## src/rtl/verificador_cafe_n_if.sv

```systemverilog
// Coffee payment controller bus: coin/keypad/dispenser inputs and
// credit, dispense and change outputs.
interface verificador_cafe_n_if #(
    parameter int N_CAFES  = 4,
    parameter int W_DINERO = 6
);
    localparam int W_TIPO = (N_CAFES > 1) ? $clog2(N_CAFES) : 1;

    logic                moneda_valida;
    logic [W_DINERO-1:0] moneda;
    logic [N_CAFES-1:0]  cafe;
    logic                cancelar;
    logic                proceso_listo;
    logic [W_DINERO-1:0] credito;
    logic                iniciarProceso;
    logic [W_TIPO-1:0]   tipoCafe;
    logic [W_DINERO-1:0] vuelto;
    logic                vuelto_valido;
    logic                falta_dinero;
    logic                moneda_rechazada;
    logic                error_timeout;

    modport slave (
        input  moneda_valida, moneda, cafe, cancelar, proceso_listo,
        output credito, iniciarProceso, tipoCafe, vuelto,
        output vuelto_valido, falta_dinero, moneda_rechazada,
        output error_timeout
    );

    modport master (
        output moneda_valida, moneda, cafe, cancelar, proceso_listo,
        input  credito, iniciarProceso, tipoCafe, vuelto,
        input  vuelto_valido, falta_dinero, moneda_rechazada,
        input  error_timeout
    );
endinterface

```

## src/rtl/verificador_cafe_n.sv

```systemverilog
// Sequential coffee payment controller: credit, selection, dispense, change.
// Optional dispense watchdog enabled by VERIFICADOR_TIMEOUT_EN.
module verificador_cafe_n #(
    parameter int N_CAFES  = 4,
    parameter int W_DINERO = 6,
    parameter logic [N_CAFES*W_DINERO-1:0] PRECIOS =
        {6'd7, 6'd5, 6'd4, 6'd3},
    parameter int TIMEOUT_CICLOS = 1000
) (
    input logic clk,
    input logic reset,
    verificador_cafe_n_if.slave bus
);
    localparam int W_TIPO = (N_CAFES > 1) ? $clog2(N_CAFES) : 1;

    typedef enum logic [1:0] {
        ESPERA,
        DISPENSA,
        DEVUELVE
    } estado_t;

    estado_t             estado, estado_sig;
    logic [W_DINERO-1:0] credito_q, credito_d;
    logic [W_DINERO-1:0] cambio_q, cambio_d;
    logic [W_DINERO-1:0] vuelto_q, vuelto_d;
    logic [W_TIPO-1:0]   tipo_q, tipo_d;
    logic                falta_q, falta_d;
    logic                rech_q, rech_d;
    logic [W_DINERO:0]   suma;
    logic                sel_valida;
    logic [W_TIPO-1:0]   sel_idx;
    logic [W_DINERO-1:0] sel_precio;

`ifdef VERIFICADOR_TIMEOUT_EN
    localparam int W_CNT = $clog2(TIMEOUT_CICLOS + 1);
    logic [W_CNT-1:0]    cnt_q, cnt_d;
    logic                err_q, err_d;
    logic [W_DINERO-1:0] precio_tipo;

    always_comb begin
        precio_tipo = '0;
        for (int i = 0; i < N_CAFES; i++) begin
            if (tipo_q == W_TIPO'(i))
                precio_tipo = PRECIOS[i*W_DINERO +: W_DINERO];
        end
    end
`endif

    always_comb begin
        sel_idx    = '0;
        sel_precio = '0;
        for (int i = 0; i < N_CAFES; i++) begin
            if (bus.cafe[i]) begin
                sel_idx    = W_TIPO'(i);
                sel_precio = PRECIOS[i*W_DINERO +: W_DINERO];
            end
        end
    end

    assign sel_valida = $onehot(bus.cafe);
    // Extra carry bit detects a coin that would overflow the credit.
    assign suma = {1'b0, credito_q} + {1'b0, bus.moneda};

    always_comb begin
        estado_sig = estado;
        credito_d  = credito_q;
        cambio_d   = cambio_q;
        vuelto_d   = vuelto_q;
        tipo_d     = tipo_q;
        falta_d    = 1'b0;
        rech_d     = 1'b0;
`ifdef VERIFICADOR_TIMEOUT_EN
        cnt_d      = cnt_q;
        err_d      = 1'b0;
`endif
        unique case (estado)
            ESPERA: begin
                if (bus.cancelar && credito_q != '0) begin
                    estado_sig = DEVUELVE;
                    vuelto_d   = credito_q;
                    credito_d  = '0;
                    rech_d     = bus.moneda_valida;
                end else if (sel_valida) begin
                    rech_d = bus.moneda_valida;
                    if (credito_q >= sel_precio) begin
                        estado_sig = DISPENSA;
                        tipo_d     = sel_idx;
                        cambio_d   = credito_q - sel_precio;
                        credito_d  = '0;
`ifdef VERIFICADOR_TIMEOUT_EN
                        cnt_d      = '0;
`endif
                    end else begin
                        falta_d = 1'b1;
                    end
                end else if (bus.moneda_valida) begin
                    if (suma[W_DINERO])
                        rech_d = 1'b1;
                    else
                        credito_d = suma[W_DINERO-1:0];
                end
            end
            DISPENSA: begin
                rech_d = bus.moneda_valida;
                if (bus.proceso_listo) begin
                    estado_sig = DEVUELVE;
                    vuelto_d   = cambio_q;
                end
`ifdef VERIFICADOR_TIMEOUT_EN
                // Watchdog expiry refunds the price along with the change.
                else if (cnt_q == W_CNT'(TIMEOUT_CICLOS - 1)) begin
                    estado_sig = DEVUELVE;
                    vuelto_d   = cambio_q + precio_tipo;
                    err_d      = 1'b1;
                end else begin
                    cnt_d = cnt_q + 1'b1;
                end
`endif
            end
            DEVUELVE: begin
                rech_d     = bus.moneda_valida;
                estado_sig = ESPERA;
            end
            default: estado_sig = ESPERA;
        endcase
    end

    always_ff @(posedge clk) begin
        if (reset) begin
            estado    <= ESPERA;
            credito_q <= '0;
            cambio_q  <= '0;
            vuelto_q  <= '0;
            tipo_q    <= '0;
            falta_q   <= 1'b0;
            rech_q    <= 1'b0;
`ifdef VERIFICADOR_TIMEOUT_EN
            cnt_q     <= '0;
            err_q     <= 1'b0;
`endif
        end else begin
            estado    <= estado_sig;
            credito_q <= credito_d;
            cambio_q  <= cambio_d;
            vuelto_q  <= vuelto_d;
            tipo_q    <= tipo_d;
            falta_q   <= falta_d;
            rech_q    <= rech_d;
`ifdef VERIFICADOR_TIMEOUT_EN
            cnt_q     <= cnt_d;
            err_q     <= err_d;
`endif
        end
    end

    assign bus.credito          = credito_q;
    assign bus.iniciarProceso   = (estado == DISPENSA);
    assign bus.tipoCafe         = tipo_q;
    assign bus.vuelto           = vuelto_q;
    assign bus.vuelto_valido    = (estado == DEVUELVE);
    assign bus.falta_dinero     = falta_q;
    assign bus.moneda_rechazada = rech_q;
`ifdef VERIFICADOR_TIMEOUT_EN
    assign bus.error_timeout    = err_q;
`else
    assign bus.error_timeout    = 1'b0;
`endif
endmodule

```

## src/flat_wrapper.sv

```systemverilog
// flat-port wrapper written by rule: the top's interface ports become plain ports
module verificador_cafe_n_flat 
#(
    parameter int N_CAFES  = 4,
    parameter int W_DINERO = 6,
    parameter logic [N_CAFES*W_DINERO-1:0] PRECIOS =
        {6'd7, 6'd5, 6'd4, 6'd3},
    parameter int TIMEOUT_CICLOS = 1000
)
  (clk, reset, bus_moneda_valida, bus_moneda, bus_cafe, bus_cancelar, bus_proceso_listo, bus_credito, bus_iniciarProceso, bus_tipoCafe, bus_vuelto, bus_vuelto_valido, bus_falta_dinero, bus_moneda_rechazada, bus_error_timeout);
  verificador_cafe_n_if #(.N_CAFES(N_CAFES), .W_DINERO(W_DINERO)) bus_i ();
  input logic clk;
  input logic reset;
  input wire logic [$bits(bus_i.moneda_valida)-1:0] bus_moneda_valida;
  input wire logic [$bits(bus_i.moneda)-1:0] bus_moneda;
  input wire logic [$bits(bus_i.cafe)-1:0] bus_cafe;
  input wire logic [$bits(bus_i.cancelar)-1:0] bus_cancelar;
  input wire logic [$bits(bus_i.proceso_listo)-1:0] bus_proceso_listo;
  output wire logic [$bits(bus_i.credito)-1:0] bus_credito;
  output wire logic [$bits(bus_i.iniciarProceso)-1:0] bus_iniciarProceso;
  output wire logic [$bits(bus_i.tipoCafe)-1:0] bus_tipoCafe;
  output wire logic [$bits(bus_i.vuelto)-1:0] bus_vuelto;
  output wire logic [$bits(bus_i.vuelto_valido)-1:0] bus_vuelto_valido;
  output wire logic [$bits(bus_i.falta_dinero)-1:0] bus_falta_dinero;
  output wire logic [$bits(bus_i.moneda_rechazada)-1:0] bus_moneda_rechazada;
  output wire logic [$bits(bus_i.error_timeout)-1:0] bus_error_timeout;
  assign bus_i.moneda_valida = bus_moneda_valida;
  assign bus_i.moneda = bus_moneda;
  assign bus_i.cafe = bus_cafe;
  assign bus_i.cancelar = bus_cancelar;
  assign bus_i.proceso_listo = bus_proceso_listo;
  assign bus_credito = bus_i.credito;
  assign bus_iniciarProceso = bus_i.iniciarProceso;
  assign bus_tipoCafe = bus_i.tipoCafe;
  assign bus_vuelto = bus_i.vuelto;
  assign bus_vuelto_valido = bus_i.vuelto_valido;
  assign bus_falta_dinero = bus_i.falta_dinero;
  assign bus_moneda_rechazada = bus_i.moneda_rechazada;
  assign bus_error_timeout = bus_i.error_timeout;
  verificador_cafe_n #(.N_CAFES(N_CAFES), .W_DINERO(W_DINERO), .PRECIOS(PRECIOS), .TIMEOUT_CICLOS(TIMEOUT_CICLOS)) u_core (.clk(clk), .reset(reset), .bus(bus_i));
endmodule
```

## config.mk

```make
export PLATFORM = sky130hd
export DESIGN_NAME = verificador_cafe_n_flat
export DESIGN_NICKNAME = d
export VERILOG_FILES = /design/src/rtl/verificador_cafe_n_if.sv /design/src/rtl/verificador_cafe_n.sv /design/src/flat_wrapper.sv
export SDC_FILE = /design/constraint.sdc
export NUM_CORES = 1
export LEC_CHECK = 0
export ABC_AREA = 1
export ABC_CLOCK_PERIOD_IN_PS = 2500
export CORE_AREA = 5 5 77 61
export CTS_BUF_LIST = sky130_fd_sc_hd__clkbuf_16
export DETAILED_ROUTE_END_ITERATION = 8
export DIE_AREA = 0 0 82 66
export HOLD_SLACK_MARGIN = 0.12
export PLACE_DENSITY = 0.86
export SKIP_LAST_GASP = 1
export SYNTH_ARGS = -nofsm -noshare
export SYNTH_HDL_FRONTEND = slang
export SYNTH_SLANG_ARGS = --single-unit
```

## constraint.sdc

```tcl
create_clock -name clk -period 2.5 [get_ports clk]
set_input_delay 0.5 -clock clk [delete_from_list [all_inputs] [get_ports clk]]
set_output_delay 0.5 -clock clk [all_outputs]
set_load 0.02 [all_outputs]
```

==> summary.txt <==
Run status
  • Status: completed

Logic synthesis
  • Commonest cells in the netlist: 56 x nand2_1, 26 x inv_1, 24 x a21oi_1, 24 x dfxtp_1, 21 x nand3_1
  • Syn. warnings: 0
  • Top-area cell type share of the netlist area: 27.43%
  • Synth unique cells: 30
  • Post-synth top flop: dfxtp_1
  • Synthesized Nets: 278
  • Cell count after synthesis: 242
  • Top cells by area, synth: dfxtp_1 27%, ha_1 13%, nand2_1 12%
  • Synth async-reset ratio: 0%
  • EDFF count, synth: 0
  • Register bit total from synthesis: 24
  • Sequential area share after synthesis: 27.43%
  • Post-Syn Area: 0.001752 mm²
  • Biggest area consumer among synthesized cells: dfxtp_1
  • Syn avg cell area: 7.238 µm²
  • Top-count cell post-synth: nand2_1

Hold path
  • Hold path depth: 2
  • Hold WC Path Type: reg2reg
  • Hold path startpoint: u_core.bus.vuelto[0]
  • Worst Hold Endpoint: u_core.bus.vuelto[0]

Critical path
  • Slowest CP cell: fa_1
  • Crit Path Class: in2reg
  • CP Max Fanout: 5
  • RR Startpoint: u_core.bus.credito[0]
  • Reg2Reg Setup Slack: 0.36 ns
  • Worst R2R End: u_core.cambio_q[1]
  • CP Capture Type: flip-flop
  • Critical path data required time: 2.65 ns
  • Critical Path Source Type: input port
  • Critical-path cell list: clkbuf_2 -> ha_4 -> inv_2 -> ha_4 -> fa_1 -> nor3_4 -> buf_6 -> o21ai_4 -> nor2_4 -> buf_6 -> clkbuf_16 -> a21oi_1
  • CP arrival: 2.64 ns
  • CP max stage delay: 0.48 ns
  • Path depth of the worst reg2reg path: 11

Final layout
  • Fraction of layout cells with a size suffix above 1: 27.03%
  • Layout area overhead: 45.57%
  • Nets: 333
  • N_diodes: 0
  • Fillers: 331

STA
  • Final WS setup: 0.005389 ns
  • Endpoints failing setup: 0
  • F_max: 400.9 MHz
  • RSZ-0062 raised after global routing: yes
  • WHS: 0.4628 ns
  • Post-layout min period: 2.495 ns
  • Clk_skew: 0.004687 ns
  • Final Max Slew Viols: 0
  • Final Hold Viols: 0
  • Final worst path period share: 99.78%

Clock tree
  • Max Buffers Root-to-Sink: 2
  • H-tree levels: 1
  • CTS tree: built
  • Worst-path clk slew: 0.07 ns
  • Clock Sinks: 24
  • Total CTS buffers: 3
  • Worst-Skew Late Latency: 0.26 ns
  • Root buffer cell: clkbuf_16

Place
  • PortBufs: 32
  • RePlAce Congestion: 0.8463
  • Pre-CTS setup slack: -0.6594 ns
  • Post-DP HPWL: 3210 µm

Routing
  • 1st-pass router iterations: 5
  • Via-to-Cell Ratio: 5.105
  • Post-DRT Antenna Nets: 0
  • DRT iter0 DRCs: 103
  • Vias: 1792
  • Routed len/inst: 13.58 µm
  • DR DRC count: 0
  • Drt total wl: 4766 µm

Die
  • Chip height: 66 µm
  • Core area: 0.003904 mm²
  • Die Area: 0.005412 mm²
  • Num ports: 34
  • Initial Util: 44.87%
  • Die Width: 82 µm
  • Std-Cell Rows: 20

Global route
  • Vias in the first global route: 1707
  • Largest net degree at the start of global routing: 15
  • Global Route Usage Sum: 17.97%
  • First-pass GRT wire length: 7652 µm
  • Antenna violations before repair: 0
  • GRT Residual Overflow: 0

Power and ir drop
  • Maximum vdd ir drop: 0.5831 mV
  • Leak pwr: 1.130 nW
  • Pwr/cell area: 1110 mW/mm²

Run
  • Max-cap violations: 0
critical path, delay by kind of cell:
family | cells | cell delay [ns]
AOI/OAI and AO/OA | 2 | 0.15
adders and majority gates | 3 | 0.89
buffers and inverters | 5 | 0.57
and+or+nand+nor | 2 | 0.53
final cells by class:
type	count	area, µm²	share of cell area [%]
inverters	28	107.6	4.220
repair inverters	1	7.507	0.2944
well taps	55	68.82	2.699
flip-flops and latches	24	480.5	18.84
clock inverters	1	30.03	1.178
clock buffers	3	75.07	2.944
repair buffers	56	564.3	22.13
multi-input cells	183	1216	47.69
cells by family (layout without fill, tap and decap cells):
| family | Yosys count | after routing | share of synthesized area (%) |
|---|---|---|---|
| simple gates | 118 | 118 | 32.86 |
| fa+ha+maj | 21 | 21 | 16.29 |
| xor+xnor | 2 | 2 | 1.000 |
| other cells | 1 | 1 | 0.2141 |
| flops | 24 | 24 | 27.43 |
| buf+inv | 35 | 89 | 9.214 |
| compound gates | 41 | 41 | 13.00 |
worst max path at each step:
stage           startpoint                    end  cells past startpoint
2_1_floorplan  bus_cafe[2]  u_core.bus.credito[3]                     11
3_3_place_gp   bus_cafe[1]  u_core.bus.credito[5]                     13
3_5_place_dp   bus_cafe[1]  u_core.bus.credito[2]                     14
4_1_cts        bus_cafe[0]  u_core.bus.credito[5]                     13
5_1_grt        bus_cafe[3]     u_core.cambio_q[1]                     12
6_report       bus_cafe[0]     u_core.cambio_q[1]                     12
through the flow:
step	TNS (ns)	total power, mW	instance area [µm²]	std cells	utilization [%]
after floorplan	0	1.623	1752	242	-
after global placement	-8.277	2.037	2230	338	57.12
after detailed placement	-10.10	2.083	2230	338	57.12
after CTS	0	2.707	2440	347	62.50
after global routing	-0.3166	3.037	2550	351	65.32
final	0	2.829	2550	351	65.32
placed cells by master (no fill, tap or decap), types with 4 or more instances in the layout:
| cell | synthesis | layout |
|---|---|---|
| dfxtp_1 | 24 | 24 |
| nor2_1 | 19 | 18 |
| nand2_2 | 2 | 4 |
| buf_6 | 3 | 5 |
| nand3_2 | 7 | 7 |
| a21oi_1 | 24 | 16 |
| nand2_1 | 56 | 54 |
| inv_1 | 26 | 21 |
| inv_2 | 2 | 6 |
| clkdlybuf4s50_1 | 0 | 28 |
| clkbuf_16 | 0 | 4 |
| nor2_2 | 3 | 4 |
| o21ai_0 | 9 | 7 |
| ha_1 | 18 | 15 |
| nand3_1 | 21 | 20 |
| a21oi_2 | 2 | 9 |
| buf_4 | 2 | 16 |
state kept, by name (all words and copies together) (netlist names):
signal and flops:
u_core.bus.falta_dinero 1, u_core.cambio_q 6, u_core.bus.moneda_rechazada 1, u_core.bus.tipoCafe 2
u_core.estado 2, u_core.bus.vuelto 6, u_core.bus.credito 6
report_power, final:
group | switching (mW) | internal [mW]
sequential | 0.116 | 0.496
clock | 0.143 | 0.318
combinational | 0.980 | 0.776
total | 1.24 | 1.59
what timing repair did:
action / in CTS / in global routing
pin swaps: 9 / 8
resized for setup: 24 / 25
cloned: 2 / 1
setup buffers: 3 / 3
endpoints found under the setup margin: 18 / 13
hold buffers: 0 / 0
layer usage:
layer | share of wire, % | track usage [%] | wire, µm | vias to the layer above
met5 | 0 | 0 | 0 | -
met4 | 2.0 | 4.357 | 93 | 0
met3 | 5.2 | 4.087 | 248 | 14
met2 | 48 | 30.54 | 2310 | 68
met1 | 44 | 22.86 | 2115 | 819
li1 | - | - | - | 891
No activity file was read; power rests on OpenSTA's default activity.
